### src/rtl/inference_sequencer.sv
// inference_sequencer
//   Launches one input vector into a pipelined network, waits for the rising
//   edge of the last stage's done signal (bounded by a timeout), lets the
//   result settle for RESULT_LAT cycles, then holds it on a valid/ready
//   output port until it is taken.
//
// Ports
//   clk        in   single clock, rising edge
//   rst_n      in   asynchronous active-low reset
//   s_valid    in   upstream vector valid
//   s_ready    out  vector accepted this cycle (IDLE, or OUT while m_ready)
//   s_data     in   input vector, DATA_WIDTH*IN_COUNT bits
//   nn_in      out  registered vector presented to the network
//   nn_first   out  one-cycle launch pulse
//   nn_done    in   done of the last hidden stage
//   nn_result  in   network classification
//   m_valid    out  held result valid
//   m_ready    in   downstream takes the result
//   m_result   out  captured classification (4'hF on timeout)
//   m_timeout  out  held result came from a timeout
//   busy       out  sequencer not idle
//   inf_count  out  completed output handshakes, wraps at 16 bits
//
// state  | meaning
// IDLE   | waiting for an input vector
// LAUNCH | nn_first pulse, wait counter cleared
// WAIT   | waiting for a rising edge on nn_done or the timeout
// SETTLE | counting down RESULT_LAT before sampling nn_result
// OUT    | result held until m_ready
module inference_sequencer #(
    parameter int DATA_WIDTH     = 16,
    parameter int IN_COUNT       = 4,
    parameter int RESULT_LAT     = 2,
    parameter int TIMEOUT_CYCLES = 1024
) (
    input  logic                           clk,
    input  logic                           rst_n,
    input  logic                           s_valid,
    output logic                           s_ready,
    input  logic [DATA_WIDTH*IN_COUNT-1:0] s_data,
    output logic [DATA_WIDTH*IN_COUNT-1:0] nn_in,
    output logic                           nn_first,
    input  logic                           nn_done,
    input  logic [3:0]                     nn_result,
    output logic                           m_valid,
    input  logic                           m_ready,
    output logic [3:0]                     m_result,
    output logic                           m_timeout,
    output logic                           busy,
    output logic [15:0]                    inf_count
);

    localparam int WAIT_W = (TIMEOUT_CYCLES > 1) ? $clog2(TIMEOUT_CYCLES) : 1;
    localparam int SET_W  = (RESULT_LAT > 0) ? $clog2(RESULT_LAT + 1) : 1;

    localparam logic [WAIT_W-1:0] WAIT_LAST = WAIT_W'(TIMEOUT_CYCLES - 1);
    localparam logic [WAIT_W-1:0] WAIT_ONE  = WAIT_W'(1);
    localparam logic [SET_W-1:0]  SET_INIT  = SET_W'(RESULT_LAT);
    localparam logic [SET_W-1:0]  SET_ONE   = SET_W'(1);

    localparam logic [2:0] ST_IDLE   = 3'd0;
    localparam logic [2:0] ST_LAUNCH = 3'd1;
    localparam logic [2:0] ST_WAIT   = 3'd2;
    localparam logic [2:0] ST_SETTLE = 3'd3;
    localparam logic [2:0] ST_OUT    = 3'd4;

    logic [2:0]        state;
    logic [WAIT_W-1:0] wait_cnt;
    logic [SET_W-1:0]  settle_cnt;
    logic              done_q;
    logic              accept;
    logic              handshake;
    logic              done_rise;

    // Gated by rst_n so every output reads zero while reset is held.
    assign s_ready   = rst_n && ((state == ST_IDLE) || ((state == ST_OUT) && m_ready));
    assign accept    = s_valid && s_ready;
    assign m_valid   = (state == ST_OUT);
    assign handshake = m_valid && m_ready;
    assign nn_first  = (state == ST_LAUNCH);
    assign busy      = (state != ST_IDLE);
    assign done_rise = nn_done && !done_q;

    always_ff @(posedge clk or negedge rst_n) begin
        if (!rst_n) begin
            state      <= ST_IDLE;
            nn_in      <= '0;
            m_result   <= 4'h0;
            m_timeout  <= 1'b0;
            inf_count  <= 16'h0000;
            done_q     <= 1'b0;
            wait_cnt   <= '0;
            settle_cnt <= '0;
        end else begin
            done_q <= nn_done;
            if (accept) begin
                nn_in <= s_data;
            end
            if (handshake) begin
                inf_count <= inf_count + 16'd1;
            end
            case (state)
                ST_IDLE: begin
                    if (accept) begin
                        state <= ST_LAUNCH;
                    end
                end
                ST_LAUNCH: begin
                    state    <= ST_WAIT;
                    wait_cnt <= '0;
                end
                ST_WAIT: begin
                    // A done edge takes priority over the timeout in the same cycle.
                    if (done_rise) begin
                        state      <= ST_SETTLE;
                        settle_cnt <= SET_INIT;
                    end else if (wait_cnt == WAIT_LAST) begin
                        state     <= ST_OUT;
                        m_result  <= 4'hF;
                        m_timeout <= 1'b1;
                    end else begin
                        wait_cnt <= wait_cnt + WAIT_ONE;
                    end
                end
                ST_SETTLE: begin
                    if (settle_cnt == '0) begin
                        state     <= ST_OUT;
                        m_result  <= nn_result;
                        m_timeout <= 1'b0;
                    end else begin
                        settle_cnt <= settle_cnt - SET_ONE;
                    end
                end
                ST_OUT: begin
                    // accept can only be true here together with handshake.
                    if (handshake) begin
                        state <= accept ? ST_LAUNCH : ST_IDLE;
                    end
                end
                default: state <= ST_IDLE;
            endcase
        end
    end

endmodule

### config.mk
export PLATFORM = sky130hd
export DESIGN_NAME = inference_sequencer
export DESIGN_NICKNAME = d
export VERILOG_FILES = /design/src/rtl/inference_sequencer.sv
export SDC_FILE = /design/constraint.sdc
export NUM_CORES = 1
export LEC_CHECK = 0
export ABC_CLOCK_PERIOD_IN_PS = 2200
export BUFFER_PORTS_ARGS = -buffer_cell sky130_fd_sc_hd__buf_2
export CAP_MARGIN = 20
export CORE_MARGIN = 2
export CORE_UTILIZATION = 49
export DETAILED_ROUTE_END_ITERATION = 10
export HOLD_SLACK_MARGIN = 0.08
export PLACE_DENSITY = 0.84
export SYNTH_ARGS = -nofsm -noshare
export SYNTH_HDL_FRONTEND = slang
export SYNTH_SLANG_ARGS = --single-unit
### constraint.sdc
create_clock -name clk -period 2.2 [get_ports clk]
set_input_delay 0.11 -clock clk [delete_from_list [all_inputs] [get_ports clk]]
set_output_delay 0.11 -clock clk [all_outputs]
set_load 0.02 [all_outputs]
==> results of run 1 <==
[metrics by stage]
stage               hold slack (ps)  power [mW]  worst slack [ps]  area (um^2)    util
detailed placement           -78.14       6.025             219.9         5125  0.6206
CTS                           80.60       7.366             179.7         6042  0.7317
floorplan                    -185.6       4.970             350.7         4205       -
global route                  80.31       7.812             81.85         6045  0.7320
finish                        80.84       7.396             177.5         6045  0.7320
global placement             -80.63       5.881             361.9         5125  0.6206
[sequential cells by signal, indices dropped and copies added (netlist names)]
| name | cells |
|---|---|
| nn_in | 64 |
| done_q | 1 |
| wait_cnt | 10 |
| m_timeout | 1 |
| state | 3 |
| m_result | 4 |
| settle_cnt | 2 |
| inf_count | 16 |
[logic make-up after synthesis]
| group | after synthesis | share of synthesized area |
|---|---|---|
| flip-flops | 101 | 0.6010 |
| AO/OA/AOI/OAI | 24 | 0.03839 |
| AND/OR/NAND/NOR | 72 | 0.09938 |
| XOR/XNOR | 15 | 0.03124 |
| multiplexers | 72 | 0.1907 |
| buffers and inverters | 23 | 0.03035 |
| adder cells (fa/ha/maj) | 3 | 0.008927 |
[synthesized netlist by cell type (4+ instances only)]
master,n,share of area
nand3_1,13,0.015
nor3_1,4,0.0048
o21ai_0,4,0.0048
mux2i_1,7,0.017
inv_1,10,0.0089
and4_1,4,0.0083
buf_2,7,0.0083
nand4_1,9,0.013
nor2_1,13,0.012
nand2_1,12,0.011
dfrtp_1,101,0.60
xnor2_1,12,0.025
mux2_2,65,0.17
a21oi_1,6,0.0071
[final cells by class]
class | instances | area, um^2 | share of cell area
Multi-Input combinational cell | 186 | 1563 | 0.2585
Antenna cell | 1 | 2.502 | 0.0004140
Clock buffer | 10 | 137.6 | 0.02277
Inverter | 10 | 37.54 | 0.006210
Clock inverter | 6 | 78.83 | 0.01304
Timing Repair Buffer | 237 | 1567 | 0.2592
Tap cell | 105 | 131.4 | 0.02173
Sequential cell | 101 | 2527 | 0.4181
[worst paths after layout]
| check | from | endpoint | slack, ps | cells after the start |
|---|---|---|---|---|
| setup / recovery | wait_cnt[0] | state[1] | 180 | 5 |
| hold / removal | rst_n | done_q | 80 | 2 |
| setup reg to reg | wait_cnt[0] | state[1] | 180 | 5 |
| hold reg to reg | inf_count[15] | inf_count[15] | 480 | 1 |
| max in group asynchronous | rst_n | nn_in[8] | 670 | 4 |
| min in group clk | m_ready | state[2] | 110 | 3 |
[repair_timing]
action                                 in CTS  in global routing
gates resized for setup                     0                  0
hold buffers                               70                  0
endpoints found under the hold margin     112                  0
[routing by layer]
metal  vias to the layer above  GRT usage
met1                      1676     0.2716
met5                         -          0
met3                        24    0.05058
met2                       132     0.4316
met4                         0    0.09317
li1                       1563          -
[worst max-delay path, delay by kind of cell, from the launching register on]
kind	cells	cell delay [ps]
AOI/OAI and AO/OA	1	530
adders and majority gates	1	230
DFF	1	420
and+or+nand+nor	3	730
[power breakdown]
group	leakage (nW)	switching, mW	internal, mW	total, mW
sequential	1.25	0.447	2.58	3.03
clock	0.110	0.670	0.579	1.25
combinational	1.62	1.79	1.32	3.12
total	2.98	2.91	4.49	7.40
==> results.yml, run 1 <==
run_status:
  status: "finished, final reports clean"
synthesis:
  netlist_instances: 310
  synthFlopType: "dfrtp_1"
  ys_warn_count: 0
  syn_area_mm2: 0.004205
  ys_ff_latch: 101
  syn_avg_cell_area_um2: 13.57
  yosysUniqueCellTypes: 44
  yosysSeqAreaShare: 0.6010
  async_reset_ff_frac: 1.000
  syn_nets: 386
  synth_edf_count: 0
route:
  viasPerCell: 5.175
  routed_wirelength_um: 10960
  wire_per_inst_um: 16.71
  drtAntennaViolNets: 0
  drtIter0Drc: 85
  dr.pass1.iters: 4
  dr_wl_met3_um: 506
  via_count: 3395
  route.met2.wl_um: 5817
  post-route-drc-count: 0
  routed.top_layer: "met4"
  wl_met1_um: 4336
sta:
  max_freq_mhz: 494.4
  finalSetupTns_ps: 0
  fin_crit_ps: 2023
  worst_pin_slew_ps: 691.8
  setup_viol: 0
  max_slew_margin: 0.5388
  skew_ps: 15.97
  final-hold-violation-count: 0
  fin_crit_sh: 0.9193
  rsz0062_at_grt: "false"
  finalMaxSlewViolations: 0
setup_path:
  crit_chain: "ha_1, nand3_1, o311ai_0, nand2_1, or2_2"
  criticalPathCategory: "flop to flop"
  critPathLaunchType: "flop"
  path_max_fanout: 5
  end_kind: "flop"
  max_stage_delay_ps: 530
  arrival_ps: 2270
  slowest_stage: "o311ai_0"
  cp.required_ps: 2450
clock_tree:
  cts_buffers: 9
  htree_levels: 3
  clock_latency_ps: 370
  cts_tree: "yes"
  clockRootBuffer: "clkbuf_8"
  cts_sinks: 101
  cts_max_path_buffers: 2
  clk_pin_slew_ps: 100
  postCtsSetupRepairBufs: 0
grt:
  gr-usage-all-layers: 0.2373
  grt_overflow: 0
  grt_pass1_vias: 3615
  antenna_found_initial: 1
  grt_pass1_wl_um: 17880
  grt_max_degree: 62
floorplan:
  die_w_um: 96.64
  core-area_mm2: 0.008258
  ioPinCount: 162
  num_rows: 33
  floorplan.initialDensity: 0.5092
  dieArea_mm2: 0.009339
  chipHeight_um: 96.64
finish:
  mostFrequentLayoutCells: "buf_2, dfrtp_1, dlygate4sd3_1"
  fill_cells: 567
  nets: 621
  layout-drive-gt1-share: 0.4727
  final_cell_count_no_fill: 656
  synthToLayoutAreaGrowth_pct: 43.74
  final_common_cell: "buf_2"
pwr:
  powerDensity_mw_per_mm2: 1224
  peakVddDrop_mv: 0.6526
  p_leak_nw: 2.983
placed_design:
  dp_cells: 569
  port_buffers: 161
  dp_hpwl_um: 6855
  place.gp.congestion: 0.8702
hold_path:
  hp-class: "input pin to async pin"
flow_run:
  drv_cap: 0
No activity file was read; power rests on OpenSTA's default activity.
==> run 2: changes to the inputs <==
==> constraint.sdc (replaced) <==
create_clock -name clk -period 2.2 [get_ports clk]
set_input_delay 0.33 -clock clk [delete_from_list [all_inputs] [get_ports clk]]
set_output_delay 0.33 -clock clk [all_outputs]
set_load 0.02 [all_outputs]
==> run 2 against run 1 <==
Clock skew is 4.8 ps lower. Hold slack better by 32 ps. Clock power is 3% lower. Sequential power hardly changed. Power is 3.3% lower. Critical path type is now flop to output pin. Final area is 12% lower. Non-clock buffer count is 68 lower. Setup slack worse by 47 ps. Global-route usage is 4.2 points lower. Die area stayed put. Routed wire length is 19% lower. Sequential cell count stayed put.
==> results.yml, run 2 (synthesized netlist as in run 1, its figures left out) <==
run_status:
  status: "finished, final reports clean"
clock_tree:
  clock_latency_ps: 360
  cts_max_path_buffers: 2
  cts_buffers: 9
  htree_levels: 3
  cts_tree: "yes"
  cts_sinks: 101
  clockRootBuffer: "clkbuf_8"
  clk_pin_slew_ps: 90
setup_path:
  path_max_fanout: 9
  end_kind: "output pin"
  critPathLaunchType: "flop"
  criticalPathCategory: "flop to output pin"
  rrSetupSlack_ps: 230
  arrival_ps: 1740
  cp.required_ps: 1870
grt:
  antenna_found_initial: 0
  grt_pass1_wl_um: 15040
  grt_overflow: 0
  grt_pass1_vias: 3103
  grt_max_degree: 53
  gr-usage-all-layers: 0.1957
flow_run:
  drv_cap: 0
sta:
  finalSetupTns_ps: 0
  skew_ps: 11.16
  worst_pin_slew_ps: 637.9
  hold_ws_ps: 113.0
  rsz0062_at_grt: "false"
  fin_crit_ps: 2070
  max_freq_mhz: 483.2
  final-hold-violation-count: 0
  max_slew_margin: 0.5748
  finalMaxSlewViolations: 0
  fin_crit_sh: 0.9408
  setup_viol: 0
route:
  post-route-drc-count: 0
  via_count: 3038
  viasPerCell: 5.175
  dr.pass1.iters: 4
  routed_wirelength_um: 8915
  wire_per_inst_um: 15.19
  drtIter0Drc: 74
  drtAntennaViolNets: 0
floorplan:
  core-area_mm2: 0.008258
  die_w_um: 96.64
  chipHeight_um: 96.64
  num_rows: 33
  ioPinCount: 162
  floorplan.initialDensity: 0.5092
  dieArea_mm2: 0.009339
placed_design:
  port_buffers: 161
  place.gp.congestion: 0.8490
  dp_hpwl_um: 6707
finish:
  top_regs: "nn_in (64), inf_count (16), wait_cnt (10)"
  final_common_cell: "buf_2"
  layout-drive-gt1-share: 0.5436
  largest_reg_flops: 64
  n_antenna_cell: 0
  largest-register: "nn_in"
  mostFrequentLayoutCells: "buf_2, dfrtp_1, mux2_2"
  synthToLayoutAreaGrowth_pct: 26.99
  nets: 553
pwr:
  p_leak_nw: 2.686
  powerDensity_mw_per_mm2: 1340
  peakVddDrop_mv: 0.6928
hold_path:
  hp-class: "input pin to flop"
-- run 2: power by group --
part	leakage, nW	switching [mW]	internal, mW	total [mW]
logic	1.34	1.69	1.24	2.94
clock network	0.104	0.662	0.546	1.21
registers	1.25	0.424	2.58	3.01
total	2.69	2.78	4.37	7.15
-- run 2: final cells by class --
class,instances,area (um^2)
inverters,10,37.54
clock buffers,9,123.9
clock inverters,7,82.58
well taps,105,131.4
repair buffers,169,870.8
flip-flops and latches,101,2529
fillers,666,2918
multi-input cells,186,1565
-- run 2: worst paths after layout --
check | startpoint | end | cells past startpoint
min in group asynchronous | rst_n | nn_in[25] | 2
hold / removal | nn_done | done_q | 1
hold reg to reg | inf_count[15] | inf_count[15] | 1
setup reg to reg | state[1] | m_result[1] | 4
setup / recovery | state[2] | s_ready | 3
max in group asynchronous | rst_n | nn_in[62] | 3
-- run 2: what timing repair did --
action / CTS / global route
hold buffers: 1 / 0
hold endpoints to repair: 17 / 0
setup buffers: 0 / 0
setup endpoints to repair: 0 / 1
gates resized for setup: 0 / 2
-- run 2: layer usage --
metal	track usage	vias to the layer above	share of wire
met5	0	-	0
met4	0.07042	0	0.015
met3	0.04913	12	0.061
met2	0.3280	112	0.49
met1	0.2475	1478	0.43
li1	-	1436	-
-- run 2: worst max-delay path: stages (launching register included) --
cell and delay [ps]:
dfrtp_1 480, a211oi_1 540, and2_1 210, buf_2 160
-- run 2: through the flow --
stage / utilization / area [um^2] / power (mW) / setup WS, ps / std cells
after detailed placement: 0.6200 / 5120 / 6.013 / 258.7 / 570
after global routing: 0.6467 / 5340 / 7.600 / 65.06 / 587
after CTS: 0.6462 / 5336 / 7.240 / 44.68 / 587
final: 0.6467 / 5340 / 7.153 / 130.3 / 587
after floorplan: - / 4205 / 4.970 / 350.7 / 310
after global placement: 0.6200 / 5120 / 5.874 / 367.6 / 570
